## src/rtl/pc_fetch_if.sv

```systemverilog
// pc_fetch_if: bundle between the fetch unit and its surroundings.
//   slave  : seen by pc_fetch_unit (redirect/hazard/interrupt inputs, memory
//            read data in; PC, vector select, IF/ID register and interrupt
//            handshake out).
//   master : the opposite view, used by whatever drives the fetch unit.
interface pc_fetch_if #(
   parameter int AW = 8,
   parameter int DW = 8
);
   logic [AW-1:0] pc_in;
   logic          pc_load;
   logic          stall;
   logic          flush;
   logic          intr;
   logic [DW-1:0] instr_in;
   logic [AW-1:0] vec_data;

   logic [AW-1:0] pc;
   logic          vec_addr;
   logic [DW-1:0] if_id_instr;
   logic [AW-1:0] if_id_pc1;
   logic          if_id_valid;
   logic          int_ack;
   logic [AW-1:0] ret_pc;

   modport master (
      output pc_in, pc_load, stall, flush, intr, instr_in, vec_data,
      input  pc, vec_addr, if_id_instr, if_id_pc1, if_id_valid, int_ack, ret_pc
   );

   modport slave (
      input  pc_in, pc_load, stall, flush, intr, instr_in, vec_data,
      output pc, vec_addr, if_id_instr, if_id_pc1, if_id_valid, int_ack, ret_pc
   );
endinterface

```

## src/rtl/pc_fetch_unit.sv

```systemverilog
// pc_fetch_unit: program counter, reset/interrupt vector loading and the
// IF/ID pipeline register of the fetch stage.
// Ports:
//   clk  - system clock, rising edge
//   rst  - asynchronous active-high reset
//   bus  - pc_fetch_if.slave: pc_in/pc_load redirect, stall, flush, intr,
//          instr_in (memory data at pc), vec_data (memory data at vec_addr);
//          outputs pc, vec_addr, if_id_instr/pc1/valid, int_ack, ret_pc.
//
// state  | meaning
// -------+-----------------------------------------------------------
// S_RSTV | load pc from M[0] (reset vector); intr requests are dropped
// S_RUN  | normal fetch: redirect > interrupt take > stall > increment
// S_INTV | load pc from M[1] (interrupt vector), vec_addr = 1
module pc_fetch_unit #(
   parameter int AW = 8,
   parameter int DW = 8
) (
   input logic        clk,
   input logic        rst,
   pc_fetch_if.slave  bus
);

   typedef enum logic [1:0] {S_RSTV, S_RUN, S_INTV} state_t;

   state_t        state_q, state_d;
   logic [AW-1:0] pc_q, pc_d;
   logic [DW-1:0] instr_q, instr_d;
   logic [AW-1:0] pc1_q, pc1_d;
   logic          valid_q, valid_d;
   logic          ack_q, ack_d;
   logic [AW-1:0] ret_q, ret_d;
   logic          pend_q, pend_d;
   logic [AW-1:0] pc_inc;

   // Natural AW-bit wrap: all-ones rolls over to zero.
   assign pc_inc = pc_q + 1'b1;

   always_ff @(posedge clk or posedge rst) begin
      if (rst) begin
         state_q <= S_RSTV;
         pc_q    <= '0;
         instr_q <= '0;
         pc1_q   <= '0;
         valid_q <= 1'b0;
         ack_q   <= 1'b0;
         ret_q   <= '0;
         pend_q  <= 1'b0;
      end else begin
         state_q <= state_d;
         pc_q    <= pc_d;
         instr_q <= instr_d;
         pc1_q   <= pc1_d;
         valid_q <= valid_d;
         ack_q   <= ack_d;
         ret_q   <= ret_d;
         pend_q  <= pend_d;
      end
   end

   always_comb begin
      state_d = state_q;
      pc_d    = pc_q;
      instr_d = instr_q;
      pc1_d   = pc1_q;
      valid_d = valid_q;
      ack_d   = 1'b0;
      ret_d   = ret_q;
      pend_d  = pend_q;
      case (state_q)
         S_RSTV: begin
            pc_d    = bus.vec_data;
            valid_d = 1'b0;
            state_d = S_RUN;
         end
         S_RUN: begin
            pend_d = pend_q | bus.intr;
            if (bus.pc_load) begin
               // Redirect wins even over a stall; a same-cycle intr stays pending.
               pc_d    = bus.pc_in;
               valid_d = 1'b0;
            end else if ((pend_q || bus.intr) && !bus.stall) begin
               // pc is not advanced: it is the return address.
               ret_d   = pc_q;
               valid_d = 1'b0;
               ack_d   = 1'b1;
               state_d = S_INTV;
            end else if (bus.stall) begin
               if (bus.flush) valid_d = 1'b0;
            end else begin
               pc_d    = pc_inc;
               instr_d = bus.instr_in;
               pc1_d   = pc_inc;
               valid_d = ~bus.flush;
            end
         end
         S_INTV: begin
            pc_d    = bus.vec_data;
            // A new request in the vector cycle survives the clear.
            pend_d  = bus.intr;
            valid_d = 1'b0;
            state_d = S_RUN;
         end
         default: state_d = S_RSTV;
      endcase
   end

   assign bus.pc          = pc_q;
   assign bus.vec_addr    = (state_q == S_INTV);
   assign bus.if_id_instr = instr_q;
   assign bus.if_id_pc1   = pc1_q;
   assign bus.if_id_valid = valid_q;
   assign bus.int_ack     = ack_q;
   assign bus.ret_pc      = ret_q;

endmodule

```

## src/flat_wrapper.sv

```systemverilog
// flat-port wrapper written by rule: the top's interface ports become plain ports
module pc_fetch_unit_flat 
#(
   parameter int AW = 8,
   parameter int DW = 8
)
  (clk, rst, bus_pc_in, bus_pc_load, bus_stall, bus_flush, bus_intr, bus_instr_in, bus_vec_data, bus_pc, bus_vec_addr, bus_if_id_instr, bus_if_id_pc1, bus_if_id_valid, bus_int_ack, bus_ret_pc);
  pc_fetch_if #(.AW(AW), .DW(DW)) bus_i ();
  input logic clk;
  input logic rst;
  input wire logic [$bits(bus_i.pc_in)-1:0] bus_pc_in;
  input wire logic [$bits(bus_i.pc_load)-1:0] bus_pc_load;
  input wire logic [$bits(bus_i.stall)-1:0] bus_stall;
  input wire logic [$bits(bus_i.flush)-1:0] bus_flush;
  input wire logic [$bits(bus_i.intr)-1:0] bus_intr;
  input wire logic [$bits(bus_i.instr_in)-1:0] bus_instr_in;
  input wire logic [$bits(bus_i.vec_data)-1:0] bus_vec_data;
  output wire logic [$bits(bus_i.pc)-1:0] bus_pc;
  output wire logic [$bits(bus_i.vec_addr)-1:0] bus_vec_addr;
  output wire logic [$bits(bus_i.if_id_instr)-1:0] bus_if_id_instr;
  output wire logic [$bits(bus_i.if_id_pc1)-1:0] bus_if_id_pc1;
  output wire logic [$bits(bus_i.if_id_valid)-1:0] bus_if_id_valid;
  output wire logic [$bits(bus_i.int_ack)-1:0] bus_int_ack;
  output wire logic [$bits(bus_i.ret_pc)-1:0] bus_ret_pc;
  assign bus_i.pc_in = bus_pc_in;
  assign bus_i.pc_load = bus_pc_load;
  assign bus_i.stall = bus_stall;
  assign bus_i.flush = bus_flush;
  assign bus_i.intr = bus_intr;
  assign bus_i.instr_in = bus_instr_in;
  assign bus_i.vec_data = bus_vec_data;
  assign bus_pc = bus_i.pc;
  assign bus_vec_addr = bus_i.vec_addr;
  assign bus_if_id_instr = bus_i.if_id_instr;
  assign bus_if_id_pc1 = bus_i.if_id_pc1;
  assign bus_if_id_valid = bus_i.if_id_valid;
  assign bus_int_ack = bus_i.int_ack;
  assign bus_ret_pc = bus_i.ret_pc;
  pc_fetch_unit #(.AW(AW), .DW(DW)) u_core (.clk(clk), .rst(rst), .bus(bus_i));
endmodule
```

## config.mk

```make
export PLATFORM = sky130hd
export DESIGN_NAME = pc_fetch_unit_flat
export DESIGN_NICKNAME = d
export VERILOG_FILES = /design/src/rtl/pc_fetch_if.sv /design/src/rtl/pc_fetch_unit.sv /design/src/flat_wrapper.sv
export SDC_FILE = /design/constraint.sdc
export NUM_CORES = 1
export LEC_CHECK = 0
export CORE_MARGIN = 4
export CORE_UTILIZATION = 44
export CTS_CLUSTER_SIZE = 12
export DETAILED_ROUTE_END_ITERATION = 8
export MAX_ROUTING_LAYER = met4
export PLACE_DENSITY = 0.91
export SLEW_MARGIN = 20
export SYNTH_ARGS = -nofsm -noshare
export SYNTH_HDL_FRONTEND = slang
export SYNTH_SLANG_ARGS = --single-unit
```

## constraint.sdc

```tcl
create_clock -name clk -period 2.25 [get_ports clk]
set_input_delay 0.45 -clock clk [delete_from_list [all_inputs] [get_ports clk]]
set_output_delay 0.45 -clock clk [all_outputs]
set_load 0.01 [all_outputs]
```

==> impl_metrics.ini, run 1 <==
[outcome]
outcome = finished clean

[setup_path]
worst-r2r-cell-count = 6
reg2reg_from = u_core.state_q[0]$_DFFE_PP0P_
worstSetupEndpointType = output pin
regToRegSetupSlack_ps = 410
slowest_stage = clkdlybuf4s50_1
critPathRequiredTime_ps = 1800
crit_buf_inv = 2
slowest_delay_ps = 550
start_kind = flop
path_cells = inv_1 > ha_1 > clkdlybuf4s50_1
cp.arrival_ps = 1600
path_class = reg2out
path_delay_family = buffers and inverters
worstReg2RegEnd = u_core.bus.pc[5]$_DFFE_PP0P_
path_max_fanout = 4

[layout]
seqCellArea_um2 = 925.9
layout.nets = 275
post-route-cell-area_um2 = 2640
multi_input_area_um2 = 818.3
antenna_cells = 0
final_core_util_pct = 69.50
fillCellCount = 308
drive_gt1_share_pct = 12.50
synthToLayoutAreaGrowth_pct = 47.35

[placed_design]
place_congestion = 0.8031
portBuffers = 64
dp_hpwl_mm = 3.208
place_area_um2 = 2520

[clock_network]
cts_resized = 0
cts_max_level = 2
cts_sinks = 37
cts-root-buf = clkbuf_8
clockBufferDepth = 2
tritoncts = built
postCtsSetupBuffers = 0
worstSkewPairLatency_ps = 290
clkTransAtPathRegs_ps = 70
hold_buffers = 0
cts_buffers = 5

[power]
irDropWorstVdd_mv = 0.8590
p_seq_share_pct = 34.5
combinationalPowerShare_pct = 48.6
power_frac_clock_pct = 17.0
intPower_mw = 2.272
p_leak_nw = 1.153
power_switching_mw = 1.244
power.density_nw_per_um2 = 1332
power_mw = 3.516
sw_frac_of_total_pct = 35.39

[global_route]
grtUsageMet2_pct = 26.63
grt_pass1_wl_mm = 6.886
grt_antenna_before_repair = 0
met1_usage_pct = 23.19
globalRouteOverflowTotal = 0
grt_pass1_vias = 1461
grt.busiest_layer = met2
met3_usage_pct = 4.769
grt_max_degree = 38
grt_usage_pct = 17.47

[synth]
synth.distinct_cells = 34
syn_nets = 203
ys_warn_count = 0
synth-edff-count = 0
ys.flop_type = dfrtp_1
ys_async_sr_fraction_pct = 100.0
netlist_instances = 167
synth_top_area_share_pct = 51.68
ys_seq_elements = 37
syn_area_per_cell_um2 = 10.73
synthTopCellsByArea = dfrtp_1, mux2_2, nand2_1
synth_most_common_cell = dfrtp_1
syn_area_um2 = 1792
yosysTopAreaCell = dfrtp_1
synth_common_cells = dfrtp_1, nand2_1, nor2_1
seq_area_frac_synth_pct = 51.68

[sta]
max_freq_mhz = 488.4
period_minus_slack_ps = 2047
tightest_slew_ps = 505.6
setup-tns-final_ps = 0
hold_violations = 0
slew-limit-headroom_pct = 66.17
fin_skew_ps = 5.964
finalSetupViolations = 0
rsz0062_at_grt = false
min_period_over_period_pct = 91.00
maxSlewViolCount = 0

[min_path]
hold_path_class = reg2reg
whs_path_depth = 2
min_to = u_core.bus.if_id_pc1[0]$_DFFE_PP0P_
hp-start = u_core.bus.if_id_pc1[0]$_DFFE_PP0P_

[die]
core-area_um2 = 3799
die_x_um = 71.81
dieArea_um2 = 5157
ios = 65
initial_core_util_pct = 47.17
rows = 22
dieHeight_um = 71.81

[detailed_routing]
wire_per_inst_um = 14.42
ant_nets = 0
drc = 0
via_per_inst = 5.087
vias = 1465
drtPass1Iterations = 4
drt-initial-drc-count = 57
finalWirelength_mm = 4.153

[job]
max_cap_violations = 0
[power groups by stage]
| stage | registers [mW] | clock network [mW] | logic, mW |
|---|---|---|---|
| floorplan | 1.31 | 0 | 0.798 |
| global placement | 1.21 | 0 | 1.68 |
| detailed placement | 1.23 | 0 | 1.72 |
| CTS | 1.21 | 0.613 | 1.73 |
| global route | 1.26 | 0.637 | 1.88 |
| finish | 1.21 | 0.597 | 1.71 |
[worst register-to-register path: stages (launching register included)]
cell and delay, ps:
dfrtp_1 410, inv_1 100, ha_1 250, or2_0 280
a2111o_1 460, nor4_2 160, a211o_1 130
[flip-flops by register name, summed over array words and instances, names as in the netlist]
name,count
u_core.bus.if_id_instr,8
u_core.bus.if_id_pc1,8
u_core.bus.if_id_valid,1
u_core.bus.int_ack,1
u_core.bus.pc,8
u_core.bus.ret_pc,8
u_core.pend_q,1
u_core.state_q,2
[layout make-up]
type | instances | share of cell area (%)
Clock inverter | 2 | 1.422
Inverter | 6 | 0.8531
Clock buffer | 6 | 3.128
Multi-Input combinational cell | 118 | 31.00
Timing Repair Buffer | 71 | 26.26
Sequential cell | 37 | 35.07
Tap cell | 48 | 2.275
[how the worst max path moves through the flow]
stage	from	end	depth (start not counted)
3_5_place_dp	bus_intr	u_core.bus.pc[5]$_DFFE_PP0P_	5
3_3_place_gp	bus_intr	u_core.bus.pc[5]$_DFFE_PP0P_	5
4_1_cts	u_core.state_q[0]$_DFFE_PP0P_	bus_vec_addr	3
2_1_floorplan	u_core.state_q[0]$_DFFE_PP0P_	u_core.bus.pc[0]$_DFFE_PP0P_	7
6_report	u_core.state_q[0]$_DFFE_PP0P_	bus_vec_addr	3
5_1_grt	u_core.state_q[0]$_DFFE_PP0P_	bus_vec_addr	3
[through the flow]
stage / setup slack [ps] / instances / hold WS (ps)
6_report: 202.5 / 288 / 487.8
5_1_grt: 129.3 / 288 / 516.9
4_1_cts: 186.8 / 288 / 491.9
3_5_place_dp: 101.5 / 280 / 476.6
3_3_place_gp: 140.9 / 280 / 463.7
2_1_floorplan: 537.3 / 167 / 494.6
[cell usage in the layout (no fill, tap or decap), drive strengths merged, types with 6 or more instances in the layout]
cell type	n
clkdlybuf4s50	64
dfrtp	37
nand2	21
mux2	16
o21ai	16
nor2	12
buf	7
nand3	7
inv	6
ha	6
clkbuf	6
[per-layer routing]
layer / wire [µm] / up-vias / part of all wire [%]
met5: 0 / - / 0
met4: 38 / 0 / 0.92
met3: 270 / 5 / 6.5
met2: 1997 / 51 / 48
met1: 1847 / 686 / 44
li1: - / 723 / -
[cell families after synthesis]
logic type / Yosys count / synth area share (%)
and+or+nand+nor: 52 / 13.76
AOI/OAI and AO/OA: 35 / 12.99
buffers and inverters: 12 / 2.653
adders and majority gates: 6 / 4.190
muxes: 20 / 12.29
DFF: 37 / 51.68
xor gates and xnor gates: 5 / 2.445
No activity file was read; power rests on OpenSTA's default activity.
==> run 2, diff against run 1 <==
CORE_ASPECT_RATIO = 1.4   (was unset)
CORE_UTILIZATION = 40   (was 44)
PLACE_DENSITY = 0.88   (was 0.91)
clock period = 1.7 ns   (was 2.25 ns; I/O delays follow)
==> run 2 against run 1 <==
  * Routed wire length rose by 7.6%
  * Sequential cell count stayed put
  * Global-route usage is 0.067 points higher
  * Final cell count is 8.7% higher
  * Sequential share of layout area shrank 1.3 points
  * Hold slack got worse by 92 ps
  * Via count rose by 5.3%
  * Clock-buffer cell count up 1
  * Critical path type unchanged
  * Critical endpoint is now bus_pc[6]
  * Largest cell class unchanged
==> impl_metrics.ini, run 2 (synthesis gave the netlist of run 1 again) <==
[power]
power_switching_mw = 1.720
power_mw = 4.759
irDropWorstVdd_mv = 0.8102
sw_frac_of_total_pct = 36.13
intPower_mw = 3.040
power.density_nw_per_um2 = 1724
combinationalPowerShare_pct = 51.9
p_seq_share_pct = 33.9
p_leak_nw = 1.208
power_frac_clock_pct = 14.2

[layout]
synthToLayoutAreaGrowth_pct = 54.05
layout_commonest_cell = clkdlybuf4s50_1
drive_gt1_share_pct = 19.76
final_cell_mix = clkdlybuf4s50_1, dfrtp_1, nand2_1
antenna_cells = 0
layout.nets = 288

[job]
max_cap_violations = 0

[outcome]
outcome = finished clean

[die]
core-area_um2 = 4274
dieHeight_um = 87.19
rows = 28
die_x_um = 64.57
dieArea_um2 = 5629
initial_core_util_pct = 41.92
ios = 65

[detailed_routing]
via_per_inst = 4.927
vias = 1542
drc = 0
wire_per_inst_um = 14.28
drtPass1Iterations = 4
finalWirelength_mm = 4.470
ant_nets = 0
drt-initial-drc-count = 45

[sta]
finalSetupViolations = 0
slew-limit-headroom_pct = 72.44
min_period_over_period_pct = 97.89
hold_violations = 0
period_minus_slack_ps = 1664
max_freq_mhz = 600.9
maxSlewViolCount = 0
rsz0062_at_grt = true
tightest_slew_ps = 410.0
setup-tns-final_ps = 0
fin_skew_ps = 6.978

[clock_network]
tritoncts = built
clkTransAtPathRegs_ps = 70
cts_max_level = 2
clockBufferDepth = 2
postCtsSetupBuffers = 0
cts-root-buf = clkbuf_8
worstSkewPairLatency_ps = 290
cts_buffers = 5
cts_sinks = 37

[global_route]
grt_pass1_vias = 1615
grt_max_degree = 38
grt_usage_pct = 17.54
grt_antenna_before_repair = 0
globalRouteOverflowTotal = 0
grt_pass1_wl_mm = 7.286

[setup_path]
worstReg2RegEnd = u_core.bus.pc[5]$_DFFE_PP0P_
path_max_fanout = 6
worstSetupEndpointType = output pin
regToRegSetupSlack_ps = 70
cp.arrival_ps = 1320
worst-r2r-cell-count = 6
start_kind = flop
path_class = reg2out
reg2reg_from = u_core.state_q[0]$_DFFE_PP0P_
critPathRequiredTime_ps = 1360
slowest_stage = clkdlybuf4s50_1
slowest_delay_ps = 580
crit_path_start = u_core.bus.pc[6]$_DFFE_PP0P_
path_delay_family = buffers and inverters
crit_buf_inv = 1
path_cells = clkdlybuf4s50_1

[min_path]
hold_path_class = in2async

[placed_design]
dp_hpwl_mm = 3.492
place_congestion = 0.8196
portBuffers = 64
==> run 2: power groups by stage <==
| stage | combinational [mW] | clock (mW) | sequential (mW) |
|---|---|---|---|
| after floorplan | 1.06 | 0 | 1.74 |
| after global placement | 2.36 | 0 | 1.59 |
| after detailed placement | 2.44 | 0 | 1.62 |
| after CTS | 2.46 | 0.690 | 1.61 |
| after global routing | 2.69 | 0.737 | 1.68 |
| final | 2.47 | 0.675 | 1.61 |
==> run 2: worst max-delay path by stage <==
| stage | endpoint | slack, ps | cells after the start |
|---|---|---|---|
| 2_1_floorplan | u_core.bus.pc[0]$_DFFE_PP0P_ | 10 | 7 |
| 5_1_grt | u_core.bus.pc[5]$_DFFE_PP0P_ | -30 | 6 |
| 3_5_place_dp | u_core.bus.pc[5]$_DFFE_PP0P_ | -290 | 5 |
| 6_report | bus_pc[6] | 40 | 1 |
| 4_1_cts | bus_pc[3] | 9 | 1 |
| 3_3_place_gp | u_core.bus.pc[5]$_DFFE_PP0P_ | -280 | 5 |
==> run 2: worst reg2reg max path, stage by stage (launching register included) <==
cell and delay [ps]:
dfrtp_1 350, inv_1 70, ha_1 210, or2_4 270, a2111o_1 400, nor4_2 150, a211o_1 120
==> run 2: layout make-up <==
class | instances | area, µm²
Clock buffer | 7 | 96.34
Clock inverter | 1 | 5.005
Fill cell | 354 | 1514
Inverter | 6 | 22.52
Multi-Input combinational cell | 118 | 827.0
Sequential cell | 37 | 930.9
Tap cell | 60 | 75.07
Timing Repair Buffer | 84 | 803.3
==> run 2: per-layer routing <==
metal | global-route usage, % | share of wire, %
met5 | - | 0
met4 | 7.692 | 2.1
met3 | 4.780 | 6.4
met2 | 31.86 | 54
met1 | 17.34 | 38
==> run 2: repair_timing <==
item,CTS,global route
endpoints found under the setup margin,11,8
hold buffers,0,0
pin swaps,1,2
resized for setup,6,4
==> run 2: stage by stage <==
stage          instances  utilization [%]  hold slack, ps  worst slack [ps]  instance area [µm²]
6_report             313            64.58           395.7             35.93                 2760
5_1_grt              313            64.58           421.5            -27.80                 2760
4_1_cts              313            64.37           408.3             8.714                 2751
3_5_place_dp         305            61.89           481.4            -291.3                 2645
3_3_place_gp         305            61.89           461.1            -276.6                 2645
2_1_floorplan        167                -           436.5             11.51                 1794
==> run 3, diff against run 2 <==
CTS_CLUSTER_DIAMETER = 80   (was unset)
CTS_CLUSTER_SIZE = unset   (was 12)
==> results of run 3 <==
Same layout as run 2: the final DEF is identical, and so are final timing and power.
